### config.mk
export PLATFORM = sky130hd
export DESIGN_NAME = nexus_nonce_sequencer_flat
export DESIGN_NICKNAME = d
export VERILOG_FILES = /design/src/rtl/nexus_nonce_sequencer_if.sv /design/src/rtl/nexus_nonce_sequencer.sv /design/src/flat_wrapper.sv
export SDC_FILE = /design/constraint.sdc
export NUM_CORES = 2
export LEC_CHECK = 0
export CORE_ASPECT_RATIO = 0.6
export CORE_MARGIN = 2
export CORE_UTILIZATION = 35
export DETAILED_ROUTE_END_ITERATION = 7
export MAX_ROUTING_LAYER = met4
export SYNTH_ARGS = -nofsm -noshare
export SYNTH_HDL_FRONTEND = slang
export SYNTH_SLANG_ARGS = --single-unit
### constraint.sdc
create_clock -name clk -period 14.1 [get_ports clk]
set_clock_uncertainty 0.2 [all_clocks]
set_input_delay 2.115 -clock clk [delete_from_list [all_inputs] [get_ports clk]]
set_output_delay 2.115 -clock clk [all_outputs]
set_load 0.01 [all_outputs]
### src/rtl/nexus_nonce_sequencer_if.sv
// Nonce issue / found-nonce bundle between the sequencer and its neighbours.
// master: sequencer side (drives hash_nonce/hash_issue and the found FIFO head);
// slave: hash pipeline + host side (drives keccak_qword, found_ready).
interface nexus_nonce_sequencer_if;
    logic [63:0] hash_nonce;
    logic        hash_issue;
    logic [63:0] keccak_qword;
    logic        found_valid;
    logic [63:0] found_nonce;
    logic        found_ready;

    modport master (
        output hash_nonce, hash_issue, found_valid, found_nonce,
        input  keccak_qword, found_ready
    );

    modport slave (
        input  hash_nonce, hash_issue, found_valid, found_nonce,
        output keccak_qword, found_ready
    );
endinterface

### src/rtl/nexus_nonce_sequencer.sv
// Nonce sequencer around the SK1024 pipeline: issues consecutive nonces,
// tracks in-flight slots, checks returned qwords against target, and queues winners.
// Ports: clk, nHashRst (sync, active-low), start/stop/run_en control,
// nonce_base/target work unit, pipe (hash + found FIFO bundle),
// busy/done/overflow status, hashes_done retire count.
module nexus_nonce_sequencer #(
    parameter int PIPE_LATENCY = 390,
    parameter int FIFO_DEPTH   = 4
) (
    input  logic                      clk,
    input  logic                      nHashRst,
    input  logic                      start,
    input  logic                      stop,
    input  logic                      run_en,
    input  logic [63:0]               nonce_base,
    input  logic [63:0]               target,
    nexus_nonce_sequencer_if.master   pipe,
    output logic                      busy,
    output logic                      done,
    output logic                      overflow,
    output logic [63:0]               hashes_done
);
    localparam int AW = $clog2(FIFO_DEPTH);
    localparam logic [AW:0] FULL_LVL = {1'b1, {AW{1'b0}}};

    typedef enum logic [1:0] {IDLE, RUN, DRAIN} state_t;

    state_t            state, nextState;
    logic              issueNext, loadWork, doneNow;
    logic [PIPE_LATENCY-1:0] validLine;
    logic [63:0]       issueCnt, retireCnt, targetReg, issueBase;
    logic [63:0]       mem [FIFO_DEPTH];
    logic [AW:0]       wrPtr, rdPtr, fillLvl;
    logic              retire, win, pop, full, push;

    always_ff @(posedge clk) begin
        if (!nHashRst) state <= IDLE;
        else           state <= nextState;
    end

    // The registered issue strobe is decided from the next state, so the
    // first slot appears right after the start edge and none after stop.
    always_comb begin
        nextState = state;
        issueNext = 1'b0;
        loadWork  = 1'b0;
        doneNow   = 1'b0;
        unique case (state)
            IDLE: begin
                if (start) begin
                    nextState = RUN;
                    loadWork  = 1'b1;
                    issueNext = run_en;
                end
            end
            RUN: begin
                if (stop) nextState = DRAIN;
                else      issueNext = run_en;
            end
            DRAIN: begin
                // An empty line also means nothing retires this cycle.
                if (validLine == '0) begin
                    nextState = IDLE;
                    doneNow   = 1'b1;
                end
            end
            default: nextState = IDLE;
        endcase
    end

    assign retire    = validLine[PIPE_LATENCY-1];
    assign win       = retire && (pipe.keccak_qword <= targetReg);
    assign fillLvl   = wrPtr - rdPtr;
    assign full      = (fillLvl == FULL_LVL);
    assign pop       = pipe.found_valid && pipe.found_ready;
    assign push      = win && (!full || pop);
    assign issueBase = loadWork ? nonce_base : issueCnt;

    always_ff @(posedge clk) begin
        if (!nHashRst) begin
            validLine       <= '0;
            pipe.hash_issue <= 1'b0;
            pipe.hash_nonce <= '0;
            issueCnt        <= '0;
            retireCnt       <= '0;
            targetReg       <= '0;
            hashes_done     <= '0;
            overflow        <= 1'b0;
            wrPtr           <= '0;
            rdPtr           <= '0;
        end else begin
            validLine       <= {validLine[PIPE_LATENCY-2:0], pipe.hash_issue};
            pipe.hash_issue <= issueNext;
            if (issueNext) begin
                pipe.hash_nonce <= issueBase;
                issueCnt        <= issueBase + 64'd1;
            end else if (loadWork) begin
                issueCnt <= nonce_base;
            end
            if (loadWork) begin
                retireCnt   <= nonce_base;
                targetReg   <= target;
                hashes_done <= '0;
                overflow    <= 1'b0;
            end else begin
                if (retire) begin
                    retireCnt   <= retireCnt + 64'd1;
                    hashes_done <= hashes_done + 64'd1;
                end
                if (win && full && !pop) overflow <= 1'b1;
            end
            if (push) wrPtr <= wrPtr + 1'b1;
            if (pop)  rdPtr <= rdPtr + 1'b1;
        end
    end

    always_ff @(posedge clk) begin
        if (push) mem[wrPtr[AW-1:0]] <= retireCnt;
    end

    assign pipe.found_valid = (wrPtr != rdPtr);
    assign pipe.found_nonce = pipe.found_valid ? mem[rdPtr[AW-1:0]] : '0;
    assign busy             = (state != IDLE);
    assign done             = doneNow;
endmodule

### src/flat_wrapper.sv
// flat-port wrapper written by rule: the top's interface ports become plain ports
module nexus_nonce_sequencer_flat 
#(
    parameter int PIPE_LATENCY = 390,
    parameter int FIFO_DEPTH   = 4
)
  (clk, nHashRst, start, stop, run_en, nonce_base, target, busy, done, overflow, hashes_done, pipe_hash_nonce, pipe_hash_issue, pipe_found_valid, pipe_found_nonce, pipe_keccak_qword, pipe_found_ready);
  nexus_nonce_sequencer_if pipe_i ();
  input  logic clk;
  input  logic nHashRst;
  input  logic start;
  input  logic stop;
  input  logic run_en;
  input  logic [63:0] nonce_base;
  input  logic [63:0] target;
  output logic busy;
  output logic done;
  output logic overflow;
  output logic [63:0] hashes_done;
  output wire logic [$bits(pipe_i.hash_nonce)-1:0] pipe_hash_nonce;
  output wire logic [$bits(pipe_i.hash_issue)-1:0] pipe_hash_issue;
  output wire logic [$bits(pipe_i.found_valid)-1:0] pipe_found_valid;
  output wire logic [$bits(pipe_i.found_nonce)-1:0] pipe_found_nonce;
  input wire logic [$bits(pipe_i.keccak_qword)-1:0] pipe_keccak_qword;
  input wire logic [$bits(pipe_i.found_ready)-1:0] pipe_found_ready;
  assign pipe_hash_nonce = pipe_i.hash_nonce;
  assign pipe_hash_issue = pipe_i.hash_issue;
  assign pipe_found_valid = pipe_i.found_valid;
  assign pipe_found_nonce = pipe_i.found_nonce;
  assign pipe_i.keccak_qword = pipe_keccak_qword;
  assign pipe_i.found_ready = pipe_found_ready;
  nexus_nonce_sequencer #(.PIPE_LATENCY(PIPE_LATENCY), .FIFO_DEPTH(FIFO_DEPTH)) u_core (.clk(clk), .nHashRst(nHashRst), .start(start), .stop(stop), .run_en(run_en), .nonce_base(nonce_base), .target(target), .pipe(pipe_i), .busy(busy), .done(done), .overflow(overflow), .hashes_done(hashes_done));
endmodule
### Yosys cells after proc, flatten, opt, wreduce, memory -nomap -nowiden

Memories as Yosys holds them, arrays and structs flattened. A register that Yosys moved wholly into a read port is not among the register bits.
Cells that the tools add are included.

| operators by class | value |
|---|---|
| eq/ne operators | 7 |
| reductions and logical operators | 14 |
| mux-type cells | 20 |
| bitwise gates (word level) | 1 |
| $lt $le $gt $ge | 1 |
| $add $sub $neg | 6 |

Operators with widths:

| operator | count |
|---|---|
| zero test 390 bit | 1 |
| 2-to-1 mux 64 bit | 5 |
| adder 64 x 1 -> 64 bit, second input constant | 3 |
| <= comparator 64 bit | 1 |
| 2-to-1 mux 2 bit | 5 |
| 2-to-1 mux 1 bit | 8 |
| adder 3 x 1 -> 3 bit, second input constant | 2 |
| case mux 2 bit (3 select lines) | 1 |
| logical AND 1 bit | 5 |
| != test 2 bit, second input constant | 2 |
| nonzero test 2 bit | 2 |
| equality test 3 bit, second input constant | 1 |
| != test 3 bit | 1 |
| AND reduction 3 bit | 1 |
| subtractor 3 bit | 1 |
| equality test 2 x 1 -> 1 bit, second input constant | 1 |
| equality test 2 bit, second input constant | 1 |
| zero test 1 bit | 2 |
| zero test 2 bit | 1 |
| != test 2 x 1 -> 1 bit, second input constant | 1 |
| case mux 1 bit (2 select lines) | 1 |
| OR reduction 2 bit | 1 |
| logical OR 1 bit | 1 |
| NOT 1 bit | 1 |

| storage, ports and cells | value |
|---|---|
| RAM bits | 256 |
| logic and storage cells | 61 |
| flip-flop bits (word level) | 720 |
| memories | 1 |
| input bits | 198 |

Memory list:

| name | depth | bits a word | read ports | clocked after Yosys merged registers in | write ports | RTL line | RTL |
|---|---|---|---|---|---|---|---|
| u_core.mem | 4 | 64 | 1 | 1 | 1 | nexus_nonce_sequencer.sv:32 | `logic [63:0] mem [FIFO_DEPTH];` |

### Logic depth before layout (Yosys ltp)

| logic depth | value |
|---|---|
| depth in word-level cells | 7 |
| depth in mapped cells | 12 |

### Least setup slack after synthesis

OpenSTA, ideal clock, no wires.

| timing | value |
|---|---|
| kind | input port to flip-flop |
| from | input port pipe_keccak_qword[21] |
| to | memory u_core.mem[0][0], enable pin |
| buffers on the path | 0 |
| stages on the path | 8 |
| arrival time | 9.007 ns |
| slack | 4.315 ns |
| data required time | 13.322 ns |
| library setup time | 0.578 ns |
| cells stage by stage | ha_1 -> a21o_1 -> a21oi_1 -> o221ai_1 -> a311o_1 -> a2111oi_0 -> a21oi_1 -> nor3b_1 |

| between the ends | value |
|---|---|
| cells in the longest elaborated chain, start to end | 5 |

RTL lines:

| element | RTL line | RTL |
|---|---|---|
| start: declaration | flat_wrapper.sv:24 | `input wire logic [$bits(pipe_i.keccak_qword)-1:0] pipe_keccak_qword;` |
| <= comparator 64 bit | nexus_nonce_sequencer.sv:72 | `assign win = retire && (pipe.keccak_qword <= targetReg);` |
| logical AND 1 bit | nexus_nonce_sequencer.sv:72 |  |
| logical AND 1 bit | nexus_nonce_sequencer.sv:76 | `assign push = win && (!full \|\| pop);` |
| 2-to-1 mux 1 bit | nexus_nonce_sequencer.sv:118 | `if (push) mem[wrPtr[AW-1:0]] <= retireCnt;` |
| 2-to-1 mux 1 bit (implied by the code) | nexus_nonce_sequencer.sv:118 |  |
| end: declaration | nexus_nonce_sequencer.sv:32 |  |

Every way passes these cells.

### Worst setup path in the final report

| timing | value |
|---|---|
| from | input port start |
| to | register u_core.issueCnt[49] |

| between the ends | value |
|---|---|
| cells in the longest elaborated chain, start to end | 5 |

RTL lines:

| element | RTL line | RTL |
|---|---|---|
| start: declaration | flat_wrapper.sv:11 | `input logic start;` |
| 2-to-1 mux 1 bit | nexus_nonce_sequencer.sv:50 | `if (start) begin` |
| 2-to-1 mux 1 bit | nexus_nonce_sequencer.sv:48 | `unique case (state)` |
| 2-to-1 mux 64 bit | -- |  |
| adder 64 x 1 -> 64 bit | nexus_nonce_sequencer.sv:96 | `issueCnt <= issueBase + 64'd1;` |
| 2-to-1 mux 64 bit (*) | nexus_nonce_sequencer.sv:94 | `if (issueNext) begin` |
| end signal: assignment | nexus_nonce_sequencer.sv:96 |  |
| end signal: assignment | nexus_nonce_sequencer.sv:98 | `issueCnt <= nonce_base;` |
| end: declaration | nexus_nonce_sequencer.sv:31 | `logic [63:0] issueCnt, retireCnt, targetReg, issueBase;` |

Mark *: on every way between the ends. The rest lies on a longest branch, timed or not.
A chain may end at the register's enable or synchronous reset.

==> reports/results.ini <==
[logic_synthesis]
synth_most_common_cell = dfxtp_1
synthArstFlopShare = 0
syn_area_per_cell_um2 = 11.16
synth_common_cells = dfxtp_1 (722), and2_1 (467), edfxtp_1 (256)
syn_area_um2 = 37330
synth_nets = 3618
synth_warnings = 0
yosys-top-cells-area = dfxtp_1 (39%), edfxtp_1 (21%), and2_1 (7.8%)
yosys.area.top_type_share = 0.3872
synth_edf_count = 256
ys_ff_latch = 978
ys_seq_area_frac = 0.5931
synth_ff_type = dfxtp_1
synth_cells = 3346
synth_top_cell_by_area = dfxtp_1
yosys.cell_types.count = 72

[placement]
port_buffers = 394
dp_cells = 5007
gp_congestion = 0.8109
place_area_um2 = 42650
dp_hpwl_um = 64590

[cts]
clockBufferDepth = 3
cts_setup_buffers = 0
cts_root_buffer = clkbuf_16
ctsResizeCount = 0
cts_max_level = 3
clk_pin_slew_ps = 60
clk_latency_ps = 700
cts_tree = done
cts_buffers = 92
cts.sinks = 978
ctsHoldBuffers = 0

[pwr]
p_per_area_nw_per_um2 = 128.6
peakVddDrop_uv = 81.93
power.total_mw = 5.884
p_leak_nw = 16.22

[routing]
first_pass_iters = 7
drt_iter0_markers = 2114
routed_wl_um = 95650
drt-vias-per-instance = 4.895
num_vias = 25370
wl_per_cell_um = 18.45
drc = 0
postRouteAntennaNets = 0

[global_route]
gr-usage-all-layers = 0.1764
grt_overflow = 0
grt_max_degree = 290
antenna_found_initial = 10
first_global_vias = 24010
grt_pass1_wl_um = 145800

[timing]
setup_viol = 0
fmax_ghz = 0.1646
rsz0062_at_grt = no
fin_crit_ps = 6077
fin_crit_sh = 0.4310
tns_ps = 0
hold_viol = 0
slew_violations = 0
slew_headroom = 0.2255
tightest_slew_ps = 1162

[setup_path]
crit_chain = clkdlybuf4s50_1 > nor3b_4 > buf_12 > mux2i_1 > nor4b_2 > and3_1 > nand4_1 > o31a_1 > nor3_1
end_kind = flop
worst-path-stages = 9
slowest_stage = nor4b_2
cp.arrival_ps = 6490
slowest_delay_ps = 880
cp.required_ps = 14510
crit_fanout = 149
start_kind = primary input
critPathKind = primary input to flop
critPathTopFamily = simple AND/OR/NAND/NOR gates
crit_buf_inv = 2
rr_worst_depth = 8

[floorplan]
fp.coreArea_um2 = 105300
ioPinCount = 395
fp-row-count = 92
die_area_um2 = 109400
start_util = 0.3544
die-width_um = 425.6
die_y_um = 257.0

[hold_path]
hold_path_depth = 1
hold_path.class = flop to flop

[finish]
finalInstanceArea_um2 = 45750
nets = 3963
fin_cells = 5184
area.growth.synth_to_final_pct = 22.55
final_util = 0.4344
drive_gt1_frac = 0.06874

[flow_run]
drv_cap = 0

[status]
status = finished clean

## metal layers
metal | track usage | vias up | routed length (um)
li1 | - | 12510 | -
met1 | 0.2608 | 12160 | 48590
met2 | 0.2418 | 558 | 39760
met3 | 0.03268 | 148 | 4878
met4 | 0.05329 | 0 | 2416
met5 | - | - | 0
## cell families (layout without fill, tap and decap cells)
group	Yosys count	in the layout	synth area share
flip-flops	978	978	0.5931
other	0	6	0
AND/OR/NAND/NOR	1397	1397	0.2031
adder cells (fa/ha/maj)	74	74	0.02480
AO/OA/AOI/OAI	348	348	0.05802
multiplexers	132	132	0.05698
XOR/XNOR	156	156	0.03660
buffers and inverters	261	683	0.02738
## worst register-to-register path, cell delays in order, from the launching register on
cell and delay (ps):
dfxtp_1 440, nor3b_4 270, buf_12 520, mux2i_1 480, nor4b_2 880, and3_1 490, nand4_1 540, o31a_1 460
nor3_1 120
## layout make-up
type | count | area (um2)
clock buffers | 138 | 2698
diodes | 6 | 15.01
inverters | 91 | 349.1
multi-input cells | 2107 | 14210
fillers | 9937 | 59570
repair buffers | 421 | 4177
flip-flops and latches | 978 | 22150
well taps | 1410 | 1764
clock inverters | 33 | 391.6
## sequential cells by signal, indices dropped and copies added (netlist names), named ones only
register / cells
u_core.state: 2
u_core.rdPtr: 3
u_core.validLine: 390
u_core.pipe.hash_nonce: 64
u_core.wrPtr: 3
u_core.pipe.hash_issue: 1
u_core.retireCnt: 64
u_core.mem: 256
u_core.hashes_done: 64
u_core.issueCnt: 64
u_core.overflow: 1
u_core.targetReg: 64
## worst paths after layout
check / endpoint / slack, ps / startpoint
max: u_core.issueCnt[49]$_SDFF_PN0_ / 8020 / start
min: u_core.validLine[360]$_SDFF_PN0_ / 240 / u_core.validLine[359]$_SDFF_PN0_
max reg2reg: u_core.issueCnt[49]$_SDFF_PN0_ / 9640 / u_core.state[1]$_SDFFE_PN0P_
min reg2reg: u_core.validLine[360]$_SDFF_PN0_ / 240 / u_core.validLine[359]$_SDFF_PN0_
## power breakdown
part	internal (mW)	switching [mW]	leakage, nW
clock network	1.40	1.10	1.50
registers	2.94	0.0622	8.22
logic	0.169	0.207	6.51
## metrics by stage
step / setup slack, ps / hold WS (ps)
floorplan: 4315 / 220.5
global placement: 7450 / 229.4
detailed placement: 7308 / 233.9
CTS: 8031 / 245.7
global route: 7748 / 264.2
finish: 8023 / 243.0
## placed cells by master, fill, tap and decap left out, drive strengths merged, types with 75 or more instances in the layout
cell type,Yosys,layout
nand2,231,231
a211oi,89,89
nor4,129,129
nor2,231,231
xor2,91,91
nand4,89,89
nand3,75,75
clkdlybuf4s50,0,393
and2,471,471
clkbuf,141,138
edfxtp,256,256
inv,90,94
dfxtp,722,722
a21oi,142,142
Power figures use the tool's default switching activity.
